File: config.mk
export PLATFORM = sky130hd
export DESIGN_NAME = dma_line_mover
export DESIGN_NICKNAME = d
export VERILOG_FILES = /design/src/rtl/dma_line_mover.sv
export SDC_FILE = /design/constraint.sdc
export NUM_CORES = 2
export LEC_CHECK = 0
export CAP_MARGIN = 5
export CORE_MARGIN = 1.5
export CORE_UTILIZATION = 40
export DETAILED_ROUTE_END_ITERATION = 8
export DONT_BUFFER_PORTS = 1
export PLACE_DENSITY = 0.54
export SLEW_MARGIN = 25
export SYNTH_ARGS = -nofsm -noshare
export SYNTH_HDL_FRONTEND = slang
export SYNTH_SLANG_ARGS = --single-unit
File: constraint.sdc
create_clock -name clk -period 4.1 [get_ports clk]
set_clock_uncertainty 0.1 [all_clocks]
set_input_delay 0.82 -clock clk [delete_from_list [all_inputs] [get_ports clk]]
set_output_delay 0.82 -clock clk [all_outputs]
set_load 0.02 [all_outputs]
File: src/rtl/dma_line_mover.sv
// Line-copy DMA engine driving the mem_cntrl request interface: reads a line into a
// local buffer and writes it back out, or writes a fixed pattern in fill mode.
module dma_line_mover #(
  parameter int          DATA_W     = 32,
  parameter int          ADDR_W     = 64,
  parameter int          LINE_WORDS = 16,
  parameter int          LEN_W      = 16,
  parameter logic [63:0] CV_VALUE   = 64'h1
) (
  input  logic              clk,
  input  logic              rst,
  input  logic              start,
  input  logic              mode,
  input  logic [ADDR_W-1:0] src_base,
  input  logic [ADDR_W-1:0] dst_base,
  input  logic [LEN_W-1:0]  num_lines,
  input  logic [DATA_W-1:0] fill_pattern,
  input  logic              tx_done,
  input  logic              rd_valid,
  input  logic [DATA_W-1:0] common_data_bus_in,
  output logic [1:0]        op,
  output logic [ADDR_W-1:0] io_address,
  output logic [DATA_W-1:0] common_data_bus_out,
  output logic [63:0]       cv_value,
  output logic              busy,
  output logic              done,
  output logic [LEN_W-1:0]  lines_done,
  output logic              err
);
  localparam int IDX_W = $clog2(LINE_WORDS);
  localparam logic [ADDR_W-1:0]  STRIDE = ADDR_W'(LINE_WORDS * DATA_W / 8);
  localparam logic [IDX_W+1:0]   LW_CNT = (IDX_W + 2)'(LINE_WORDS);

  typedef enum logic [2:0] {S_IDLE, S_RD, S_WR_SETUP, S_WR_DATA, S_DONE} state_t;
  state_t state;

  logic              mode_q;
  logic [ADDR_W-1:0] src_q;
  logic [ADDR_W-1:0] dst_q;
  logic [LEN_W-1:0]  num_q;
  logic [DATA_W-1:0] fill_q;
  logic [IDX_W-1:0]  rd_cnt;
  logic [IDX_W-1:0]  wr_idx;
  // rd_cnt wraps with the buffer; rd_total saturates so an overrun still flags err.
  logic [IDX_W+1:0]  rd_total;
  logic [IDX_W+1:0]  rd_final;
  logic [LEN_W-1:0]  lines_next;
  logic [DATA_W-1:0] buffer [LINE_WORDS];

  assign rd_final   = rd_total + (IDX_W + 2)'(rd_valid);
  assign lines_next = lines_done + 1'b1;

  always_ff @(posedge clk) begin
    if (rst) begin
      state      <= S_IDLE;
      mode_q     <= 1'b0;
      src_q      <= '0;
      dst_q      <= '0;
      num_q      <= '0;
      fill_q     <= '0;
      rd_cnt     <= '0;
      wr_idx     <= '0;
      rd_total   <= '0;
      lines_done <= '0;
      err        <= 1'b0;
      for (int i = 0; i < LINE_WORDS; i++) buffer[i] <= '0;
    end else begin
      case (state)
        S_IDLE: begin
          if (start) begin
            mode_q     <= mode;
            src_q      <= src_base;
            dst_q      <= dst_base;
            num_q      <= num_lines;
            fill_q     <= fill_pattern;
            rd_cnt     <= '0;
            wr_idx     <= '0;
            rd_total   <= '0;
            lines_done <= '0;
            err        <= 1'b0;
            if (num_lines == '0) state <= S_DONE;
            else if (mode)       state <= S_WR_SETUP;
            else                 state <= S_RD;
          end
        end
        S_RD: begin
          if (rd_valid) begin
            buffer[rd_cnt] <= common_data_bus_in;
            rd_cnt         <= rd_cnt + 1'b1;
            if (rd_total <= LW_CNT) rd_total <= rd_total + 1'b1;
          end
          if (tx_done) begin
            if (rd_final != LW_CNT) err <= 1'b1;
            state <= S_WR_SETUP;
          end
        end
        S_WR_SETUP: state <= S_WR_DATA;
        S_WR_DATA: begin
          wr_idx <= wr_idx + 1'b1;
          if (tx_done) begin
            lines_done <= lines_next;
            rd_cnt     <= '0;
            wr_idx     <= '0;
            rd_total   <= '0;
            src_q      <= src_q + STRIDE;
            dst_q      <= dst_q + STRIDE;
            if (lines_next == num_q) state <= S_DONE;
            else if (mode_q)         state <= S_WR_SETUP;
            else                     state <= S_RD;
          end
        end
        S_DONE:  state <= S_IDLE;
        default: state <= S_IDLE;
      endcase
    end
  end

  always_comb begin
    op                  = 2'b00;
    io_address          = '0;
    common_data_bus_out = '0;
    case (state)
      S_RD: begin
        op         = 2'b01;
        io_address = src_q;
      end
      S_WR_SETUP: begin
        op                  = 2'b11;
        io_address          = dst_q;
        common_data_bus_out = mode_q ? fill_q : buffer[0];
      end
      S_WR_DATA: begin
        op                  = 2'b11;
        io_address          = dst_q;
        common_data_bus_out = mode_q ? fill_q : buffer[wr_idx];
      end
      default: ;
    endcase
  end

  assign busy     = (state == S_RD) || (state == S_WR_SETUP) || (state == S_WR_DATA);
  assign done     = (state == S_DONE);
  assign cv_value = CV_VALUE;
endmodule
## Word-level counts from Yosys, hierarchy flattened

Memories as Yosys holds them, arrays and structs flattened. A register that Yosys moved wholly into a read port is not among the register bits.
Index checks and enable logic that the tools add are counted.

- Word-level logic and storage cells: 96
- Output and inout port bits: 181
- Memories: 1
- Memory bits (writable): 512
- Register bits after elaboration: 211
- Input bits: 214

Memories:

| name | words | bits a word | rd ports | clocked after memory_dff | write ports | line | RTL |
|---|---|---|---|---|---|---|---|
| buffer | 16 | 32 | 2 | 1 | 16 | 48 | `logic [DATA_W-1:0] buffer [LINE_WORDS];` |

- Muxes and demuxes: 48
- Add/sub/neg operators: 7
- Equality and inequality tests: 12
- Reduce and logical (&&, ||, !) cells: 16
- $lt $le $gt $ge: 1

Operators with widths:

| cell | number |
|---|---|
| $pmux W64 S2 | 3 |
| $mux W64 | 4 |
| $add A64 B7 Y64 const B | 2 |
| $mux W32 | 3 |
| $pmux W32 S2 | 1 |
| $mux W16 | 2 |
| $pmux W16 S2 | 1 |
| $reduce_or A32 Y1 | 1 |
| $mux W4 | 7 |
| $mux W6 | 4 |
| $pmux W6 S3 | 1 |
| $add A16 B1 Y16 const B | 1 |
| $eq A16 B16 Y1 | 1 |
| $logic_not A16 Y1 | 1 |
| $mux W3 | 5 |
| $ne A2 B2 Y1 const B | 6 |
| $pmux W3 S4 | 1 |
| $pmux W4 S3 | 1 |
| $mux W1 | 10 |
| $add A4 B1 Y4 const B | 2 |
| $pmux W4 S2 | 1 |
| $reduce_and A4 Y1 | 2 |
| $add A6 B1 Y6 | 1 |
| $add A6 B1 Y6 const B | 1 |
| 16 further kinds | 22 |

## Logic depth before layout (Yosys ltp)

- Depth in word-level cells: 6
- Depth in mapped cells: 9
- Gate-level depth less buffers: 8

## Worst setup path before layout

Ideal clock, no wire load.

- Path type: input port to flip-flop
- From: input port rst
- To: memory buffer[12][0], enable pin
- Slack: -335 ps
- Required time: 3534 ps
- Arrival time: 3869 ps
- Buffers on the path: 1
- Stages on the path: 4
- Setup time: 466 ps
- Path through: clkbuf_1 nor3_1 nand2_1 o21ai_0

RTL lines:

| item | line | RTL |
|---|---|---|
| start: declaration | 11 | `input logic rst,` |
| end: declaration | 48 |  |

==> insert_results.sql <==
INSERT INTO impl_metrics (metric_group, metric, value, unit) VALUES
('timing', 'drv_slew', '0', ''),
('outcome', 'status', 'finished, final reports clean', ''),
('global_routing', 'overflow', '0', ''),
('finish', 'final.fill_count', '8300', ''),
('worst_setup_path', 'rr_worst_depth', '6', ''),
('worst_setup_path', 'worstPathMaxFanout', '24', ''),
('worst_setup_path', 'sort_of_element_at_the_end_of_the_critical_path', 'primary output', ''),
('yosys', 'ys_top_cells_by_area', 'edfxtp_1 (42%), dfxtp_1 (12%), and2_1 (8.9%), mux4_2 (8.1%), a21oi_1 (2.9%)', ''),
('placement', 'post-place-ws', '0.4894', 'ns'),
('placement', 'gpl.final_weighted_congestion', '0.8932', ''),
('die', 'rows', '110', ''),
('routing', 'wl_per_cell', '27.65', 'um'),
('power', 'leakage', '14.13', 'nW'),
('routing', 'routed_vias_inst', '5.999', ''),
('timing', 'fmaxAchievable', '0.2466', 'GHz'),
('routing', 'number_of_detailed_routing_iterations_run_before_antenna_repair', '5', ''),
('global_routing', 'grt_pass1_wl', '177.6', 'mm'),
('timing', 'layout_worst_path_cycle_share', '98.89', '%'),
('worst_hold_path', 'hold_depth', '1', ''),
('finish', 'layout-area-overhead-vs-synth', '11.53', '%'),
('global_routing', 'first_global_vias', '25740', ''),
('yosys', 'ys_dominant_reg_cell', 'edfxtp_1', ''),
('die', 'fp.dieW', '305.6', 'um'),
('die', 'floorplan.die_area', '0.09337', 'sq mm'),
('clock_tree', 'ctsHoldBuffers', '0', ''),
('yosys', 'synth_top_cell_area_share', '41.98', '%'),
('global_routing', 'antenna_found_initial', '20', ''),
('timing', 'worst_slew_pin_slew', '1.011', 'ns'),
('timing', 'number_of_failing_hold_endpoints_at_the_final_stage', '0', ''),
('yosys', 'postSynthRegisterBits', '727', ''),
('placement', 'hpwlAfterDp', '78.45', 'mm'),
('die', 'die_height', '305.6', 'um'),
('yosys', 'syn-mean-instance-area', '11.32', 'sq um'),
('worst_setup_path', 'crit_type', 'register to primary output', ''),
('power', 'vdd_ir_drop_max', '307.0', 'uV'),
('finish', 'layout.nets', '3387', ''),
('placement', 'port_buffers', '0', ''),
('yosys', 'synth_edf_count', '512', ''),
('routing', 'dr.first_iter.drc_count', '2918', ''),
('worst_setup_path', 'worstPathCellList', 'buf_16 -> mux4_2 -> nor2b_1 -> a211oi_1 -> a21oi_1 -> mux2i_1 -> a21oi_2', ''),
('routing', 'routed_wl', '122.1', 'mm'),
('yosys', 'synthesis.area', '0.03662', 'sq mm'),
('global_routing', 'grt_usage', '25.61', '%'),
('yosys', 'synth-async-reset-ratio', '0', '%'),
('timing', 'postLayoutSetupSlackWorst', '0.04539', 'ns'),
('yosys', 'synth.largest_area_cell', 'edfxtp_1', ''),
('global_routing', 'grt_start_max_net_pins', '155', ''),
('yosys', 'yosys_warnings', '0', ''),
('clock_tree', 'tritoncts_num_sinks', '727', ''),
('yosys', 'postSynthCellCount', '3234', ''),
('clock_tree', 'cts.clk_slew.worst_paths', '0.06', 'ns'),
('timing', 'grt_setup_unrepaired', 'true', ''),
('routing', 'ant_nets', '0', ''),
('timing', 'setup-violations-final', '0', ''),
('power', 'total_power', '18.10', 'mW'),
('clock_tree', 'buffer_type_at_the_clock_tree_root', 'clkbuf_16', ''),
('finish', 'mostFrequentLayoutCells', 'and2_1 (520), edfxtp_1 (512), nand2_1 (275)', ''),
('yosys', 'synth.yosys.seq_area_share', '53.74', '%'),
('die', 'start_util', '40.50', '%'),
('worst_setup_path', 'biggest_cell_delay_along_the_critical_path', '0.52', 'ns'),
('timing', 'timing.slew.headroom', '32.58', '%'),
('finish', 'layout-drive-gt1-share', '14.34', '%'),
('clock_tree', 'clock_tree_from_tritoncts', 'built', ''),
('clock_tree', 'htree_levels', '3', ''),
('yosys', 'synthDistinctLibCells', '84', ''),
('clock_tree', 'max-clock-path-buffers', '3', ''),
('worst_hold_path', 'hold_class', 'primary input to register', ''),
('timing', 'period_needed', '4.055', 'ns'),
('die', 'coreArea', '0.09042', 'sq mm'),
('routing', 'detail_route.drc_violations', '0', ''),
('clock_tree', 'cts_inserted_buffers', '84', ''),
('routing', 'overall_via_count_from_detail_route', '26490', ''),
('clock_tree', 'clk_latency', '0.65', 'ns'),
('worst_setup_path', 'critical_path.startpoint_type', 'register', ''),
('worst_setup_path', 'worst-endpoint-required', '3.18', 'ns'),
('worst_setup_path', 'critical_path_arrival', '3.13', 'ns'),
('worst_setup_path', 'crit_path_top_delay_cell', 'mux4_2', ''),
('run', 'timing.max_cap.violations', '0', ''),
('finish', 'layout.cells.most_common', 'and2_1', ''),
('power', 'cellPowerDensity', '443.3', 'mW/mm^2'),
('die', 'io_pins', '395', '');
[area by class of cell]
type	count	area [sq um]	share of cell area, %
diodes	11	27.53	0.06740
clock buffers	114	2306	5.646
clock inverters	39	337.8	0.8272
inverters	26	98.84	0.2420
multi-input cells	2203	15740	38.55
flip-flops and latches	727	19690	48.22
well taps	1176	1471	3.603
repair buffers	119	1164	2.849
[where the power goes]
| group | internal [mW] | total, mW | switching [mW] |
|---|---|---|---|
| Clock | 4.15 | 7.30 | 3.14 |
| Sequential | 8.26 | 8.64 | 0.377 |
| Combinational | 0.709 | 2.17 | 1.46 |
[synth_stat cells (all sizes together) (16+ instances only)]
cell type	count
and2	521
edfxtp	512
nand2	277
dfxtp	215
a21oi	209
clkbuf	206
buf	134
mux4	131
o21ai	127
nor2	122
mux2i	95
nor3	88
nand3	72
a22o	57
a211oi	51
nand4	37
o221ai	37
nor2b	33
nor4	32
and3	28
inv	24
xnor2	22
a311oi	19
a31oi	19
a221oi	16
[critical path, delay by kind of cell (launching register included)]
kind,cells,cell delay [ns]
AO/OA/AOI/OAI,3,0.59
buffers and inverters,1,0.27
flip-flops,1,0.47
multiplexers,2,0.98
AND/OR/NAND/NOR,1,0.14
[stage by stage]
step | cell area (sq um) | TNS, ns | hold WS (ns) | std cells | utilization [%]
2_1_floorplan | 36850 | -95.31 | 0.3295 | 3296 | -
3_3_place_gp | 38060 | 0 | 0.3405 | 4248 | 42.09
3_5_place_dp | 38060 | 0 | 0.3450 | 4248 | 42.09
4_1_cts | 40740 | 0 | 0.1059 | 4403 | 45.05
5_1_grt | 40830 | -0.02902 | 0.1208 | 4412 | 45.16
6_report | 40840 | 0 | 0.1555 | 4415 | 45.17
[cell families (layout without fill, tap and decap cells)]
kind of cell | after synthesis | in the layout | synth area share, %
simple gates | 1261 | 1261 | 18.99
flops | 727 | 727 | 53.74
compound gates | 607 | 607 | 10.68
buf+inv | 366 | 298 | 4.684
mux | 226 | 226 | 10.65
xor+xnor | 33 | 33 | 0.8268
fa+ha+maj | 12 | 12 | 0.4100
other cells | 2 | 75 | 0.02051
[final timing paths]
kind,slack (ns),to,from
worst max-delay path,0.05,common_data_bus_out[0],register
worst min register to register,0.35,src_q[1],src_q[1]
worst min-delay path,0.16,dst_q[34],rst
worst max register to register,0.73,buffer[0][19],state[2]
[sequential cells by signal, summed over array words and instances, names as in the netlist, 3 cells and up, named ones only]
register / count
rd_cnt: 4
state: 3
dst_q: 64
fill_q: 32
rd_total: 6
lines_done: 16
buffer: 512
src_q: 64
wr_idx: 4
num_q: 16
[layer usage]
metal  track usage, %  share of wire [%]  vias to the layer above
met3            5.948                9.1                      207
met1            34.17                 41                    13380
met2            41.18                 47                     1229
li1                 -                  -                    11670
met5                0              0.038                        -
met4            8.284                2.9                        6
[what timing repair did]
| action | CTS | global route |
|---|---|---|
| gates cloned | 0 | 1 |
| endpoints found under the setup margin | 25 | 12 |
| pin swaps | 0 | 0 |
| buffers inserted | 2 | 0 |
| resized for setup | 1 | 12 |
No activity file was read; power rests on OpenSTA's default activity.
